`config.mk`:
```
export PLATFORM = sky130hd
export DESIGN_NAME = uart_tx_arbiter
export DESIGN_NICKNAME = d
export VERILOG_FILES = /design/src/rtl/uart_tx_arbiter.sv
export SDC_FILE = /design/constraint.sdc
export NUM_CORES = 1
export LEC_CHECK = 0
export ABC_AREA = 1
export CAP_MARGIN = 20
export CORE_MARGIN = 3
export CORE_UTILIZATION = 45
export DETAILED_ROUTE_END_ITERATION = 6
export GPL_ROUTABILITY_DRIVEN = 0
export PLACE_DENSITY = 0.83
export SLEW_MARGIN = 40
export SYNTH_ARGS = -nofsm -noshare
export SYNTH_HDL_FRONTEND = slang
export SYNTH_SLANG_ARGS = --single-unit
```
`constraint.sdc`:
```
create_clock -name clk -period 2.85 [get_ports clk]
set_clock_uncertainty 0.1 [all_clocks]
set_input_delay 0.57 -clock clk [delete_from_list [all_inputs] [get_ports clk]]
set_output_delay 0.57 -clock clk [all_outputs]
set_load 0.01 [all_outputs]
```
`src/rtl/uart_tx_arbiter.sv`:
```
// Round-robin arbiter that shares one UART transmitter among N_REQ requesters and streams
// the captured word LSB byte first. Define UART_TX_ARB_HEADER_EN to prefix each transfer with {4'hA, id}.
module uart_tx_arbiter #(
    parameter int N_REQ = 4,
    parameter int BYTES = 2
) (
    input  logic                     clk,
    input  logic                     reset,
    input  logic [N_REQ-1:0]         req,
    input  logic [N_REQ*8*BYTES-1:0] req_data,
    output logic [N_REQ-1:0]         grant,
    output logic                     busy,
    input  logic                     tx_busy,
    output logic                     tx_start,
    output logic [7:0]               tx_data
);
    localparam int W     = 8 * BYTES;
    localparam int ID_W  = $clog2(N_REQ);
    localparam int IDX_W = 3;
`ifdef UART_TX_ARB_HEADER_EN
    localparam int HDR = 1;
`else
    localparam int HDR = 0;
`endif
    localparam logic [IDX_W-1:0] LAST_IDX = IDX_W'(BYTES - 1 + HDR);

    typedef enum logic [1:0] {
        S_IDLE,
        S_SEND,
        S_WAIT_ACK,
        S_WAIT_DONE
    } state_t;

    state_t           state_q, state_d;
    logic [W-1:0]     word_q, word_d;
    logic [ID_W-1:0]  last_q, last_d;
    logic [IDX_W-1:0] idx_q, idx_d;
    logic [N_REQ-1:0] grant_q, grant_d;
    logic             busy_q, busy_d;
    logic             tx_start_q, tx_start_d;
    logic [7:0]       tx_data_q, tx_data_d;

    logic [W-1:0]     req_word [N_REQ];
    logic             win_found;
    logic [ID_W-1:0]  win_id;
    logic [ID_W-1:0]  cand;

    genvar gi;
    generate
        for (gi = 0; gi < N_REQ; gi++) begin : g_unpack
            assign req_word[gi] = req_data[gi*W +: W];
        end
    endgenerate

    // Byte n of a transfer: the header (when enabled) comes first, then the word LSB first.
    function automatic logic [7:0] byte_sel(input logic [W-1:0] w, input logic [7:0] hdr, input int n);
        logic [7:0] r;
        r = 8'h00;
        if (HDR != 0 && n == 0) begin
            r = hdr;
        end else begin
            for (int b = 0; b < BYTES; b++) begin
                if (b == n - HDR) r = w[b*8 +: 8];
            end
        end
        return r;
    endfunction

    // Search starts just after the last winner and wraps, so a held request waits its turn.
    always_comb begin
        win_found = 1'b0;
        win_id    = '0;
        cand      = '0;
        for (int k = 1; k <= N_REQ; k++) begin
            cand = ID_W'((int'(last_q) + k) % N_REQ);
            if (!win_found && req[cand]) begin
                win_found = 1'b1;
                win_id    = cand;
            end
        end
    end

    always_comb begin
        state_d    = state_q;
        word_d     = word_q;
        last_d     = last_q;
        idx_d      = idx_q;
        grant_d    = '0;
        busy_d     = busy_q;
        tx_start_d = 1'b0;
        tx_data_d  = tx_data_q;
        case (state_q)
            S_IDLE: begin
                if (win_found) begin
                    word_d           = req_word[win_id];
                    last_d           = win_id;
                    idx_d            = '0;
                    grant_d[win_id]  = 1'b1;
                    busy_d           = 1'b1;
                    tx_start_d       = 1'b1;
                    tx_data_d        = byte_sel(req_word[win_id], {4'hA, 4'(win_id)}, 0);
                    state_d          = S_SEND;
                end
            end
            S_SEND: begin
                state_d = S_WAIT_ACK;
            end
            S_WAIT_ACK: begin
                if (tx_busy) state_d = S_WAIT_DONE;
            end
            S_WAIT_DONE: begin
                if (!tx_busy) begin
                    if (idx_q == LAST_IDX) begin
                        busy_d  = 1'b0;
                        state_d = S_IDLE;
                    end else begin
                        // last_q holds the id of the transfer in flight.
                        idx_d      = idx_q + 1'b1;
                        tx_start_d = 1'b1;
                        tx_data_d  = byte_sel(word_q, {4'hA, 4'(last_q)}, int'(idx_q) + 1);
                        state_d    = S_SEND;
                    end
                end
            end
            default: state_d = S_IDLE;
        endcase
    end

    always_ff @(posedge clk) begin
        if (reset) begin
            state_q    <= S_IDLE;
            word_q     <= '0;
            last_q     <= ID_W'(N_REQ - 1);
            idx_q      <= '0;
            grant_q    <= '0;
            busy_q     <= 1'b0;
            tx_start_q <= 1'b0;
            tx_data_q  <= 8'h00;
        end else begin
            state_q    <= state_d;
            word_q     <= word_d;
            last_q     <= last_d;
            idx_q      <= idx_d;
            grant_q    <= grant_d;
            busy_q     <= busy_d;
            tx_start_q <= tx_start_d;
            tx_data_q  <= tx_data_d;
        end
    end

    assign grant    = grant_q;
    assign busy     = busy_q;
    assign tx_start = tx_start_q;
    assign tx_data  = tx_data_q;

endmodule

```
==> results.toml, run 1 <==
[clock_tree]
cts_hold_buf = 0
cts_tree = "done"
clk_pin_slew_worst_paths_ps = 80
cts.sink_count = 37
cts_root_buffer = "clkbuf_8"
numCtsBuffers = 5
post-cts-setup-buffers = 0
clk_latency_ps = 300
cts_buffer_depth = 2
post_cts_resized = 0
htree_levels = 2

[worst_setup_path]
crit_path_end_kind = "flop"
path_max_fanout = 13
worstSetupPathType = "in -> reg"
cp_top_family = "simple AND/OR/NAND/NOR gates"
cp_slowest_stage_delay_ps = 500
crit_buf_inv = 2
crit_chain = "clkdlybuf4s50_1 > nand2_1 > nand3_1 > nand2_2 > inv_2 > nor2_8 > nand2_2 > nor2_2 > nand2_1 > nand3_2 > nor2_2 > nand2_1 > nand3_1 > nor2_1 > nor2_1"
crit_top_cell = "nand2_1"
critPathSlowestCell = "clkdlybuf4s50_1"
crit_required_ps = 2980
cp-start-kind = "primary input"
worstPathArrival_ps = 2610

[timing]
finalSetupTns_ps = 0
period_needed_ps = 2480
rsz0062_at_grt = "no"
worst_pin_slew_ps = 662
setup_viol = 0
max_freq_mhz = 403
slew_headroom = 0.558
finalHoldViolations = 0
finalMaxSlewViolations = 0
post-route-period-util = 0.871

[global_routing]
grt_pass1_wl_mm = 11.8
antenna_found_initial = 0
grt_max_degree = 38
overflow = 0
track_usage = 0.225
grt_pass1_vias = 2620

[finish]
areaGrowthSynthToFinish_pct = 37.2
final_nets = 549
n_antenna_cell = 0
seq_area_um2 = 741
drive_above_1_share = 0.104
final_area_um2 = 3560
nFillCells = 490
multi_input_area_um2 = 1530

[routing]
wl_per_cell_um = 13.4
num_vias = 2835
ant_nets = 0
drc = 0
finalWirelength_mm = 7.30
avgViaCountPerCell = 5.22
drt-pass1-iter-count = 4
drtIter0Drc = 167

[power]
pwr_density_cell_nw_per_um2 = 1310
ir_drop_mv = 0.664
power.static_leakage_nw = 1.66

[synth]
synth_compound_gate_area_share = 0.151
synth_simple_gate_area_frac = 0.397
synth_edf_count = 0
yosysWarnings = 0
synth_ff_type = "dfxtp_1"
synth_top_family_by_area = "simple AND/OR/NAND/NOR gates"
syn_nets = 471
synth_cell_types = 33
synth-seq-cells = 37
synth_area_per_cell_um2 = 6.63
async_reset_ff_frac = 0
syn_area_um2 = 2600
synthAdderAreaFrac = 0.0385
synth-xor-area-share = 0.00337
synthCells = 392
yosysSeqAreaShare = 0.285
synth.area.mux_share = 0

[floorplanning]
die_h_um = 82.0
num_rows = 27
ioPinCount = 85
dieWidth_um = 82.0
die_area_um2 = 6720
initial_core_util = 0.469
core_area_um2 = 5540

[placement]
hpwl_mm = 5.42
dpl-instance-area_um2 = 3450
portBuffers = 84

[min_path]
min_path_type = "reg -> reg"

[status]
status = "finished, final reports clean"

[job]
cap_violations = 0
final cells by class:
class,count,share of cell area
repair buffers,90,0.252
flip-flops and latches,37,0.208
clock buffers,7,0.0242
multi-input cells,288,0.430
inverters,48,0.0520
well taps,72,0.0253
clock inverters,1,0.00843
Yosys cell counts (all sizes together), types with 2 or more instances:
library cell    n  area (µm²)
dfxtp          37         741
a211oi          2        15.0
nor2           13        72.6
inv            48         185
o211ai          9        67.6
nand4           7        43.8
a21oi          24         143
buf            14         120
nand3          60         328
o21ai          17        85.1
ha              8         100
clkbuf          5        18.8
nor3            5        25.0
o221ai          8        70.1
nand2         133         563
worst min-delay path: cells and delay by family, from the launching register on:
family | cells | cell delay, ps
flops | 1 | 310
simple gates | 1 | 60
compound gates | 1 | 50
layout by cell type, fill, tap and decap left out, types with 9 or more instances in the layout:
master             n
o21ai_0           15
nand2_1          119
o211ai_1           9
a21oi_1           20
dfxtp_1           37
inv_1             39
clkdlybuf4s50_1   84
nand2_2           10
nand3_1           56
nor2_1             9
sequential cells by signal, summed over array words and instances, names as in the netlist:
name,flops
tx_data,8
tx_start,1
state_q,2
grant,4
busy,1
last_q,2
word_q,16
idx_q,3
path summary, 6_finish.rpt:
path / endpoint / depth (start not counted) / slack (ps) / start
worst max-delay path: word_q[8]$_SDFFE_PP0P_ / 15 / 370 / req[3]
worst min-delay path: busy$_SDFFE_PP0P_ / 2 / 370 / busy$_SDFFE_PP0P_
worst min register to register: busy$_SDFFE_PP0P_ / 2 / 370 / busy$_SDFFE_PP0P_
worst max register to register: word_q[12]$_SDFFE_PP0P_ / 15 / 500 / last_q[0]$_SDFFE_PP1P_
power by group:
part / internal, mW / switching, mW / leakage [nW]
clock network: 0.285 / 0.196 / 0.0585
logic: 1.19 / 2.11 / 1.29
registers: 0.739 / 0.135 / 0.307
total: 2.21 / 2.44 / 1.66
layer usage:
metal / routed length, µm / global-route usage / vias to the layer above
met5: 0 / 0 / -
met4: 141 / 0.0681 / 0
met3: 605 / 0.0614 / 16
met2: 3460 / 0.399 / 89
met1: 3090 / 0.263 / 1282
li1: - / - / 1448
metrics by stage:
stage,total power [mW],utilization,hold slack (ps),worst slack (ps),cells
after global routing,5.14,0.643,390,149,543
after CTS,4.66,0.643,372,356,543
after detailed placement,4.17,0.622,357,66.9,535
final,4.65,0.643,366,369,543
after floorplan,3.47,-,363,861,392
after global placement,4.08,0.622,357,177,535
cell families (layout without fill, tap and decap cells):
| group | count (synthesis) | count (layout) |
|---|---|---|
| AND/OR/NAND/NOR | 218 | 218 |
| buffers and inverters | 67 | 146 |
| AO/OA/AOI/OAI | 61 | 61 |
| flip-flops | 37 | 37 |
| adder cells (fa/ha/maj) | 8 | 8 |
| XOR/XNOR | 1 | 1 |
Note: power is estimated with default switching activity, not from simulation.
==> run 2: changes to the inputs <==
CORE_UTILIZATION = 30   (was 45)
PLACE_DENSITY = 0.6   (was 0.83)
==> run 2 against run 1 <==
Compared with the run above:
- global-route usage decreased by 6.5 points
- total power decreased by 2.3%
- worst setup slack got worse by 11 ps
- first-iteration DRC count decreased by 26%
- critical path depth unchanged
- count of clock-buffer cells in the layout unchanged
- final cell count increased by 6.3%
- sequential share of layout area decreased by 0.15 points
- utilization decreased by 21 points
- largest power group unchanged
==> results.toml, run 2 (same netlist as run 1, synthesis figures left out) <==
[worst_setup_path]
ff2ff_setup_slack_ps = 500
timing.rr.end = "word_q[8]$_SDFFE_PP0P_"
path_max_fanout = 14
worstSetupPathType = "in -> reg"
rr_startpoint = "last_q[0]$_SDFFE_PP1P_"
cp-start-kind = "primary input"
worstPathArrival_ps = 2620
rr_worst_depth = 15
crit_required_ps = 2980
crit_path_end_kind = "flop"

[timing]
worst_pin_slew_ps = 482
finalMaxSlewViolations = 0
setup_viol = 0
max_freq_mhz = 401
fin_ws_ps = 358
rsz0062_at_grt = "no"
period_needed_ps = 2490
slew_headroom = 0.678
post-route-period-util = 0.874
finalHoldViolations = 0
finalSetupTns_ps = 0
timing.hold.ws_ps = 376

[global_routing]
track_usage = 0.160
grt_max_degree = 38
grt_pass1_wl_mm = 13.0
grt_pass1_vias = 2735
overflow = 0
antenna_found_initial = 0

[clock_tree]
post_cts_resized = 0
htree_levels = 2
post-cts-setup-buffers = 0
cts_tree = "done"
clk_latency_ps = 290
cts_hold_buf = 0
cts.sink_count = 37
cts_buffer_depth = 2
clk_pin_slew_worst_paths_ps = 70
cts_root_buffer = "clkbuf_8"
numCtsBuffers = 5

[finish]
final_nets = 551
regMostFlops = "word_q"
multi_input_area_um2 = 1530
final_util = 0.433
final_area_um2 = 3590
nFillCells = 858
drive_above_1_share = 0.106
final_cells = 577
largest_register_ffs = 16
n_antenna_cell = 0
seq_area_um2 = 741
areaGrowthSynthToFinish_pct = 38.2
final_common_cell = "nand2_1"
final_cell_mix = "nand2_1 (119), clkdlybuf4s50_1 (84), nand3_1 (56)"

[power]
power.static_leakage_nw = 1.65
pwr_density_cell_nw_per_um2 = 1270
total_power_mw = 4.54
ir_drop_mv = 0.600

[placement]
place_ws_ps = 50.4
dp_cells = 570
hpwl_mm = 5.81
dpl-instance-area_um2 = 3500
portBuffers = 84

[routing]
wl_per_cell_um = 13.4
ant_nets = 0
finalWirelength_mm = 7.75
num_vias = 2796
wl_met2_mm = 3.51
drc = 0
top_layer = "met4"
drt-pass1-iter-count = 4
wl_met1_mm = 3.67
met3_length_um = 516
avgViaCountPerCell = 4.85
drtIter0Drc = 124

[min_path]
hold_path_end = "busy$_SDFFE_PP0P_"
hp-start = "busy$_SDFFE_PP0P_"
min_path_type = "reg -> reg"
hold_depth = 2

[floorplanning]
ioPinCount = 85
core_area_um2 = 8300
die_h_um = 99.1
dieWidth_um = 99.1
initial_core_util = 0.313
num_rows = 33
die_area_um2 = 9810

[job]
cap_violations = 0

[status]
status = "finished, final reports clean"
## run 2: cell types whose count changed in the layout (fill, tap and decap cells not counted)
| cell | delta |
|---|---|
| buf_4 | +2 |
| bufinv_16 | -1 |
## run 2: layer usage
layer	up-vias	track usage
li1	1448	-
met1	1251	0.222
met2	91	0.258
met3	6	0.0333
met4	0	0.0315
met5	-	0
## run 2: critical path: stages
cell             delay (ps)
clkdlybuf4s50_1         490
nand2_1                  80
nand3_1                 120
nand2_2                  80
inv_2                   100
nor2_8                   50
nand2_2                  50
nor2_2                   50
nand2_1                  80
nand3_2                 260
nor2_2                  380
nand2_1                 110
nand3_1                  80
nor2_1                   40
nor2_1                   70
## run 2: final cells by class
type,instances,area share
tap,105,0.0366
multi-input combinational,288,0.427
inverter,48,0.0516
clock buffer,7,0.0241
timing repair buffer,92,0.254
sequential,37,0.206
## run 2: worst max-delay path by stage
stage                 from  slack, ps                       to
global route        req[0]        170  word_q[10]$_SDFFE_PP0P_
floorplan           req[2]        860   word_q[0]$_SDFFE_PP0P_
detailed placement  req[3]         50  word_q[13]$_SDFFE_PP0P_
CTS                 req[3]        360  word_q[13]$_SDFFE_PP0P_
global placement    req[3]        150  word_q[14]$_SDFFE_PP0P_
finish              req[3]        360  word_q[13]$_SDFFE_PP0P_
## run 2: report_power, final
| part | internal [mW] | total (mW) | switching [mW] |
|---|---|---|---|
| logic | 1.20 | 3.30 | 2.11 |
| clock network | 0.192 | 0.367 | 0.175 |
| registers | 0.739 | 0.876 | 0.137 |
| total | 2.13 | 4.54 | 2.42 |
==> run 3: changes to the inputs <==
TNS_END_PERCENT = 50   (was not set)
==> results of run 3 <==
Final layout, timing and power as in run 2 (identical DEF).
